[src/rtl/rv32_pkg.sv]
// rv32_pkg: shared definitions for the RV32IM pipeline.
//   - default datapath / register-index / ALUOP widths
//   - base opcode values used by decode-side logic
//   - ALUOP encodings produced by CONTROL_UNIT
//   - operand-usage helpers used by the load-use hazard check
package rv32_pkg;

    localparam int XLEN_DEFAULT    = 32;
    localparam int REG_AW_DEFAULT  = 5;
    localparam int ALUOP_W_DEFAULT = 5;

    localparam logic [6:0] OP_RTYPE  = 7'b0110011;
    localparam logic [6:0] OP_LOAD   = 7'b0000011;
    localparam logic [6:0] OP_IMM    = 7'b0010011;
    localparam logic [6:0] OP_JALR   = 7'b1100111;
    localparam logic [6:0] OP_STORE  = 7'b0100011;
    localparam logic [6:0] OP_AUIPC  = 7'b0010111;
    localparam logic [6:0] OP_LUI    = 7'b0110111;
    localparam logic [6:0] OP_BRANCH = 7'b1100011;
    localparam logic [6:0] OP_JAL    = 7'b1101111;

    localparam logic [4:0] ALU_ADD    = 5'd1;
    localparam logic [4:0] ALU_SUB    = 5'd2;
    localparam logic [4:0] ALU_SLL    = 5'd3;
    localparam logic [4:0] ALU_SLT    = 5'd4;
    localparam logic [4:0] ALU_SLTU   = 5'd5;
    localparam logic [4:0] ALU_XOR    = 5'd6;
    localparam logic [4:0] ALU_SRL    = 5'd7;
    localparam logic [4:0] ALU_SRA    = 5'd8;
    localparam logic [4:0] ALU_OR     = 5'd9;
    localparam logic [4:0] ALU_AND    = 5'd10;
    localparam logic [4:0] ALU_MUL    = 5'd11;
    localparam logic [4:0] ALU_MULH   = 5'd12;
    localparam logic [4:0] ALU_MULHSU = 5'd13;
    localparam logic [4:0] ALU_MULHU  = 5'd14;
    localparam logic [4:0] ALU_DIV    = 5'd15;
    localparam logic [4:0] ALU_DIVU   = 5'd16;
    localparam logic [4:0] ALU_REM    = 5'd17;
    localparam logic [4:0] ALU_REMU   = 5'd18;

    // True when the instruction reads rs1. Unknown opcodes read nothing,
    // so a garbage word in ID can never create a stall.
    function automatic logic uses_rs1(input logic [6:0] opcode);
        logic r;
        case (opcode)
            OP_RTYPE, OP_LOAD, OP_IMM, OP_JALR, OP_STORE, OP_BRANCH: r = 1'b1;
            default:                                                r = 1'b0;
        endcase
        return r;
    endfunction

    // True when the instruction reads rs2.
    function automatic logic uses_rs2(input logic [6:0] opcode);
        logic r;
        case (opcode)
            OP_RTYPE, OP_STORE, OP_BRANCH: r = 1'b1;
            default:                       r = 1'b0;
        endcase
        return r;
    endfunction

endpackage

[src/rtl/load_use_detect.sv]
// load_use_detect: combinational load-use hazard check between the
// instruction currently in EX and the one in ID.
// Ports:
//   i_ex_valid, i_ex_memread, i_ex_rd : EX-stage instruction state
//   i_id_valid, i_opcode, i_rs1, i_rs2 : ID-stage instruction fields
//   o_stall                            : ID consumer needs the EX load result
module load_use_detect
    import rv32_pkg::*;
#(
    parameter int REG_AW = REG_AW_DEFAULT
) (
    input  logic              i_ex_valid,
    input  logic              i_ex_memread,
    input  logic [REG_AW-1:0] i_ex_rd,
    input  logic              i_id_valid,
    input  logic [6:0]        i_opcode,
    input  logic [REG_AW-1:0] i_rs1,
    input  logic [REG_AW-1:0] i_rs2,
    output logic              o_stall
);

    logic w_load_in_ex;
    logic w_rs1_hit;
    logic w_rs2_hit;

    // Hazard evaluation. Every term is gated by a registered valid bit, so
    // bubbles (all-zero EX state) can never request a stall; rd=x0 never stalls.
    always_comb begin
        w_load_in_ex = i_ex_valid & i_ex_memread & (i_ex_rd != {REG_AW{1'b0}});
        w_rs1_hit    = uses_rs1(i_opcode) & (i_rs1 == i_ex_rd);
        w_rs2_hit    = uses_rs2(i_opcode) & (i_rs2 == i_ex_rd);
        if (w_load_in_ex && i_id_valid) begin
            o_stall = w_rs1_hit | w_rs2_hit;
        end else begin
            o_stall = 1'b0;
        end
    end

endmodule

[src/rtl/id_ex_pipeline_reg.sv]
// id_ex_pipeline_reg: ID/EX pipeline register of the RV32IM 5-stage core.
// Captures decoded controls, operands, immediate, PC and instruction fields
// and presents them to EX one cycle later. Contains the load-use detector.
// Edge priority: RESET low > HOLD > FLUSH > load-use bubble > capture.
// Ports:
//   CLK, RESET (sync, active low)
//   INSTRUCTION, ID_VALID, ID_PC, ID_DATA1/2, ID_IMM : ID-side datapath
//   ALUOP, MUX1..4_SELECT, WRITEENABLE, MEMREAD, MEMWRITE, BRANCH, JUMP
//   HOLD (freeze), FLUSH (kill ID instruction)
//   EX_* : registered copies for EX; LOAD_USE_STALL : combinational stall
module id_ex_pipeline_reg
    import rv32_pkg::*;
#(
    parameter int XLEN    = XLEN_DEFAULT,
    parameter int REG_AW  = REG_AW_DEFAULT,
    parameter int ALUOP_W = ALUOP_W_DEFAULT
) (
    input  logic               CLK,
    input  logic               RESET,
    input  logic [31:0]        INSTRUCTION,
    input  logic               ID_VALID,
    input  logic [XLEN-1:0]    ID_PC,
    input  logic [XLEN-1:0]    ID_DATA1,
    input  logic [XLEN-1:0]    ID_DATA2,
    input  logic [XLEN-1:0]    ID_IMM,
    input  logic [ALUOP_W-1:0] ALUOP,
    input  logic               MUX1_SELECT,
    input  logic               MUX2_SELECT,
    input  logic               MUX3_SELECT,
    input  logic               MUX4_SELECT,
    input  logic               WRITEENABLE,
    input  logic               MEMREAD,
    input  logic               MEMWRITE,
    input  logic               BRANCH,
    input  logic               JUMP,
    input  logic               HOLD,
    input  logic               FLUSH,
    output logic               EX_VALID,
    output logic [XLEN-1:0]    EX_PC,
    output logic [XLEN-1:0]    EX_DATA1,
    output logic [XLEN-1:0]    EX_DATA2,
    output logic [XLEN-1:0]    EX_IMM,
    output logic [ALUOP_W-1:0] EX_ALUOP,
    output logic               EX_MUX1,
    output logic               EX_MUX2,
    output logic               EX_MUX3,
    output logic               EX_MUX4,
    output logic               EX_WRITEENABLE,
    output logic               EX_MEMREAD,
    output logic               EX_MEMWRITE,
    output logic               EX_BRANCH,
    output logic               EX_JUMP,
    output logic [REG_AW-1:0]  EX_RD,
    output logic [REG_AW-1:0]  EX_RS1,
    output logic [REG_AW-1:0]  EX_RS2,
    output logic [2:0]         EX_FUNCT3,
    output logic               LOAD_USE_STALL
);

    typedef struct packed {
        logic               valid;
        logic [XLEN-1:0]    pc;
        logic [XLEN-1:0]    data1;
        logic [XLEN-1:0]    data2;
        logic [XLEN-1:0]    imm;
        logic [ALUOP_W-1:0] aluop;
        logic               mux1;
        logic               mux2;
        logic               mux3;
        logic               mux4;
        logic               we;
        logic               memread;
        logic               memwrite;
        logic               branch;
        logic               jump;
        logic [REG_AW-1:0]  rd;
        logic [REG_AW-1:0]  rs1;
        logic [REG_AW-1:0]  rs2;
        logic [2:0]         funct3;
    } ex_t;

    ex_t  r_ex;
    ex_t  w_next;
    logic w_stall;
    logic w_bubble;
    logic w_unused_funct7;

    // funct7 is consumed by CONTROL_UNIT, not by this stage.
    assign w_unused_funct7 = &{1'b0, INSTRUCTION[31:25]};

    load_use_detect #(
        .REG_AW (REG_AW)
    ) u_load_use_detect (
        .i_ex_valid   (r_ex.valid),
        .i_ex_memread (r_ex.memread),
        .i_ex_rd      (r_ex.rd),
        .i_id_valid   (ID_VALID),
        .i_opcode     (INSTRUCTION[6:0]),
        .i_rs1        (INSTRUCTION[19:15]),
        .i_rs2        (INSTRUCTION[24:20]),
        .o_stall      (w_stall)
    );

    // Next EX contents: a bubble is the all-zero word, which also scrubs any
    // don't-care control values that CONTROL_UNIT drives for non-instructions.
    always_comb begin
        w_next   = '0;
        w_bubble = FLUSH | w_stall | ~ID_VALID;
        if (w_bubble) begin
            w_next = '0;
        end else begin
            w_next.valid    = 1'b1;
            w_next.pc       = ID_PC;
            w_next.data1    = ID_DATA1;
            w_next.data2    = ID_DATA2;
            w_next.imm      = ID_IMM;
            w_next.aluop    = ALUOP;
            w_next.mux1     = MUX1_SELECT;
            w_next.mux2     = MUX2_SELECT;
            w_next.mux3     = MUX3_SELECT;
            w_next.mux4     = MUX4_SELECT;
            w_next.we       = WRITEENABLE;
            w_next.memread  = MEMREAD;
            w_next.memwrite = MEMWRITE;
            w_next.branch   = BRANCH;
            w_next.jump     = JUMP;
            w_next.rd       = INSTRUCTION[11:7];
            w_next.rs1      = INSTRUCTION[19:15];
            w_next.rs2      = INSTRUCTION[24:20];
            w_next.funct3   = INSTRUCTION[14:12];
        end
    end

    // Pipeline register: reset wins over hold, hold freezes everything.
    always_ff @(posedge CLK) begin
        if (!RESET) begin
            r_ex <= '0;
        end else if (HOLD) begin
            r_ex <= r_ex;
        end else begin
            r_ex <= w_next;
        end
    end

    assign EX_VALID       = r_ex.valid;
    assign EX_PC          = r_ex.pc;
    assign EX_DATA1       = r_ex.data1;
    assign EX_DATA2       = r_ex.data2;
    assign EX_IMM         = r_ex.imm;
    assign EX_ALUOP       = r_ex.aluop;
    assign EX_MUX1        = r_ex.mux1;
    assign EX_MUX2        = r_ex.mux2;
    assign EX_MUX3        = r_ex.mux3;
    assign EX_MUX4        = r_ex.mux4;
    assign EX_WRITEENABLE = r_ex.we;
    assign EX_MEMREAD     = r_ex.memread;
    assign EX_MEMWRITE    = r_ex.memwrite;
    assign EX_BRANCH      = r_ex.branch;
    assign EX_JUMP        = r_ex.jump;
    assign EX_RD          = r_ex.rd;
    assign EX_RS1         = r_ex.rs1;
    assign EX_RS2         = r_ex.rs2;
    assign EX_FUNCT3      = r_ex.funct3;
    assign LOAD_USE_STALL = w_stall;

endmodule

[config.mk]
export PLATFORM = sky130hd
export DESIGN_NAME = id_ex_pipeline_reg
export DESIGN_NICKNAME = d
export VERILOG_FILES = /design/src/rtl/rv32_pkg.sv /design/src/rtl/load_use_detect.sv /design/src/rtl/id_ex_pipeline_reg.sv
export SDC_FILE = /design/constraint.sdc
export NUM_CORES = 1
export LEC_CHECK = 0
export ABC_AREA = 1
export CORE_AREA = 2 2 132 134
export CTS_CLUSTER_DIAMETER = 30
export DETAILED_ROUTE_END_ITERATION = 10
export DIE_AREA = 0 0 134 136
export GPL_ROUTABILITY_DRIVEN = 0
export PLACE_DENSITY = 0.77
export SYNTH_ARGS = -nofsm -noshare
export SYNTH_HDL_FRONTEND = slang
export SYNTH_HIERARCHICAL = 1
export SYNTH_SLANG_ARGS = --single-unit
[constraint.sdc]
create_clock -name CLK -period 2.4 [get_ports CLK]
set_clock_uncertainty 0.15 [all_clocks]
set_input_delay 0.72 -clock CLK [delete_from_list [all_inputs] [get_ports CLK]]
set_output_delay 0.72 -clock CLK [all_outputs]
set_load 0.02 [all_outputs]
* Yosys cells after proc, flatten, opt, wreduce, memory -nomap -nowiden
Index checks and enable logic that the tools add are counted.
Storage, ports and cells: register bits after elaboration 161, input bits 179, output and inout bits 162, logic and storage cells 43
Cells by class: equality and inequality tests 8, muxes and demuxes 4, bitwise logic cells 8, reduce and logical (&&, ||, !) cells 4
Operator list (count):
- $mux W161 | 1
- $eq A7 B6 Y1 const B | 2
- $eq A7 B7 Y1 const B | 2
- $eq A5 B5 Y1 | 2
- $eq A7 B2 Y1 const B | 1
- $eq A7 B5 Y1 const B | 1
- $reduce_or A6 Y1 | 1
- $reduce_bool A5 Y1 | 1
- $and A1 B1 Y1 | 4
- $mux W1 | 3
- $or A1 B1 Y1 | 3
- $reduce_or A3 Y1 | 1
- $logic_and A1 B1 Y1 | 1
- $not A1 Y1 | 1

* Logic depth before layout (Yosys ltp)
Gate-level depths: netlist of the first run.
word-level depth 9, mapped depth 13, mapped depth without buffers 11

* Hierarchy
The synthesis of the first run kept the hierarchy.
By module, submodules not included:
- id_ex_pipeline_reg | times used 1, cells an instance 717, area an instance 5843.1 sq um, sequential area each 3223.1 sq um
- load_use_detect | times used 1, cells an instance 58, area an instance 252.7 sq um, sequential area each 0.0 sq um

* Worst setup path after synthesis of the first run
OpenSTA, ideal clock, no wires.
path kind input -> output, from in INSTRUCTION[5], to out LOAD_USE_STALL, data arrival time 1.358 ns, data required time 1.530 ns, path slack 0.172 ns, cell stages on the path 8, path buffers 0, cells stage by stage inv_1 nand2_1 nand2_1 inv_1 nand2_1 nor2_1 nand2_1 a21oi_2
On the way: longest elaborated chain between the ends 6, elaborated cells on any way between the ends 14, those cells by class 6 x eq/ne; 3 x mux; 3 x bitwise; 2 x reduce/logical
Ends and longest elaborated chain:
- from (decl) | RTL line id_ex_pipeline_reg.sv:20 | input logic [31:0] INSTRUCTION,
- $eq A7 B2 Y1, or another cell as far along | RTL line rv32_pkg.sv:45 | case (opcode)
- $reduce_or A6 Y1 or $reduce_or A3 Y1 (tied branches) | RTL line rv32_pkg.sv:45, rv32_pkg.sv:55
- $mux W1 (on tied branches) | RTL line rv32_pkg.sv:45, rv32_pkg.sv:55
- $and A1 B1 Y1 (on tied branches) | RTL line load_use_detect.sv:30, load_use_detect.sv:31
- $or A1 B1 Y1 * | RTL line load_use_detect.sv:33 | o_stall = w_rs1_hit | w_rs2_hit;
- $mux W1 * | RTL line load_use_detect.sv:32 | if (w_load_in_ex && i_id_valid) begin
- to (decl) | RTL line id_ex_pipeline_reg.sv:57 | output logic LOAD_USE_STALL
Every way passes the cells marked *; elsewhere a longest branch is shown, timed or not.

* Worst setup path after layout of the first run
from in INSTRUCTION[22], to out LOAD_USE_STALL
On the way: longest elaborated chain between the ends 4
Ends and longest elaborated chain:
- $eq A5 B5 Y1 | RTL line load_use_detect.sv:31 | w_rs2_hit = uses_rs2(i_opcode) & (i_rs2 == i_ex_rd);
- $and A1 B1 Y1 | RTL line load_use_detect.sv:31
- $or A1 B1 Y1 | RTL line load_use_detect.sv:33
- $mux W1 | RTL line load_use_detect.sv:32
No other way between the ends.

==> results of run 1 <==
[path summary, 6_finish.rpt]
kind	startpoint	end	slack, ps	depth (start not counted)
max reg2reg	EX_RD[4]	EX_DATA1[14]	280	12
min reg2reg	EX_DATA1[23]	EX_DATA1[23]	310	2
min	EX_DATA1[23]	EX_DATA1[23]	310	2
max	INSTRUCTION[22]	LOAD_USE_STALL	10	8
[kinds of logic (layout without fill, tap and decap cells)]
kind of cell / after synthesis / count (layout) / synth area share, %
AO/OA/AOI/OAI: 163 / 163 / 13.4
XOR/XNOR: 3 / 3 / 0.431
buffers and inverters: 85 / 428 / 7.14
flip-flops: 161 / 161 / 52.9
AND/OR/NAND/NOR: 363 / 363 / 26.1
[repair_timing]
item | in CTS | in global routing
pin swaps | 18 | 19
setup endpoints to repair | 5 | 2
resized for setup | 65 | 37
setup buffers | 1 | 1
hold endpoints to repair | 0 | 0
[flip-flops by register name, indices dropped and copies added (netlist names), 3 cells and up]
register   flops
EX_IMM        32
EX_FUNCT3      3
EX_RS2         5
EX_DATA1      32
EX_DATA2      32
EX_RS1         5
EX_PC         32
EX_RD          5
EX_ALUOP       5
[critical path: cells and delay by family]
| kind | cells | cell delay, ps |
|---|---|---|
| and+or+nand+nor | 4 | 330 |
| AOI/OAI and AO/OA | 1 | 180 |
| buffers and inverters | 3 | 280 |
[through the flow]
| step | TNS (ps) | area [sq um] |
|---|---|---|
| after floorplan | 0 | 6100 |
| final | 0 | 10500 |
| after detailed placement | -45490 | 9910 |
| after CTS | -17.1 | 10500 |
| after global placement | -37420 | 9910 |
| after global routing | -54.7 | 10500 |
[routing by layer]
metal  part of all wire [%]  track usage (%)  vias to the layer above
li1                       -                -                     3264
met1                     39             25.9                     3013
met2                     48             36.2                      272
met3                    9.9             9.43                       36
met4                    2.5             8.51                        2
met5                  0.053                0                        -
[power breakdown]
part,switching (uW),internal (uW),leakage [uW]
logic,413,489,0.00214
registers,35.5,2740,0.00131
clock network,1150,1580,0.000287
total,1600,4810,0.00373
[cell usage after synthesis (all sizes together)]
cell type    n  area share (%)
nand2      189              12
a21oi      162              13
nand3      162              13
dfxtp      161              53
buf         44             4.6
clkbuf      25             1.5
inv         16            0.99
nor2         9            0.84
nand4        2            0.21
xor2         2            0.29
nor3b        1            0.12
o21ai        1           0.082
xnor2        1            0.14
[final cells by class]
type	count	share of cell area, %
clock buffers	19	4.21
clock inverters	13	1.41
inverters	16	0.594
multi-input cells	529	23.7
flip-flops and latches	161	30.7
well taps	225	2.67
repair buffers	380	36.7
==> results.cfg, run 1 <==
[yosys]
syn_area_per_cell_sq_um = 7.87
synth_seq_area_share_pct = 52.9
synth_warnings = 6
synth.distinct_cells = 20
synth_seq_cells = 161
syn_nets = 954
syn-instance-count = 775
syn_area_sq_mm = 0.00610

[floorplan]
fp.dieH_um = 136
initial_utilization_pct = 36.1
die_area_sq_mm = 0.0182
die_x_um = 134
core_sq_mm = 0.0169
rows = 48
ioPinCount = 341

[power]
power_uw = 6410
pwr_density_cell_mw_per_mm2 = 608
ir_worst_vdd_mv = 0.493
p_leak_uw = 0.00373

[sta]
fin_crit_ps = 2390
slew_violations = 0
slew_headroom_pct = 49.2
rsz0062_at_grt = yes
finalHoldViolCount = 0
fin_crit_sh_pct = 99.6
fin_ws_ps = 10.6
clock.fmax_ghz = 0.419
holdWs_ps = 313
setup_viol = 0
tightestPinTransition_ps = 761

[clock_tree]
ctsHoldBuffers = 0
clk_pin_slew_ps = 70
cts_tree = done
cts_max_path_buffers = 2
cts_made_buffers = 17
cts_root_buf = clkbuf_16
clock-sinks = 161
cts_htree_levels = 4
insertion_delay_ps = 410

[setup_path]
slowest_stage = a21oi_2
crit_path_max_incr_delay_ps = 180
crit_path_frequent_cell = nand2_1
crit_chain = buf_2 -> inv_1 -> nand2_1 -> nand2_1 -> nor2_2 -> nand3_2 -> a21oi_2 -> buf_6
crit_type = input port to primary output
crit_path_max_fanout = 3
required_ps = 1530
start_kind = input port
worst_setup_path_end_kind = primary output
cp.arrival_ps = 1520

[layout]
diodes = 0
finalNetCount = 1284
fin_util_pct = 62.4
drive_gt1_share_pct = 11.4
area_delta_synth_final_pct = 72.7
seqCellArea_sq_mm = 0.00323
final_common_cell = clkdlybuf4s50_1
fillers = 1482
final_cell_mix = clkdlybuf4s50_1, nand2_1, a21oi_1
multiInputGateArea_sq_mm = 0.00249
stdcell_count = 1343

[detailed_routing]
drtPass1Iterations = 5
wirelength_um = 20900
drt_iter0_markers = 349
vias = 6587
drtAntennaViolNets = 0
drc = 0
wl_per_cell_um = 15.6
post_drt_via_cell_ratio = 4.90

[place]
portBuffers = 333
place_ws_ps = -879
place_hpwl_um = 14600
dp.cells = 1309

[grt]
grt_pass1_vias = 6240
grt_pass1_wl_um = 32100
grtUsageTotal_pct = 22.2
grt-ovfl-total = 0
grt_max_degree = 162
antenna_found_initial = 1

[run_status]
status = complete, no violations

[run]
maxCapViolations = 0

[hold_path]
hp-class = flip-flop to flip-flop
Note: power is estimated with default switching activity, not from simulation.
==> run 2, diff against run 1 <==
--- a/config.mk
+++ b/config.mk
@@ -6,6 +6,7 @@
 export NUM_CORES = 1
 export LEC_CHECK = 0
 export ABC_AREA = 1
+export CAP_MARGIN = 0
 export CORE_AREA = 2 2 132 134
 export CTS_CLUSTER_DIAMETER = 30
 export DETAILED_ROUTE_END_ITERATION = 10
==> results of run 2 <==
No change in the layout: final DEF, timing and power equal those of run 1.
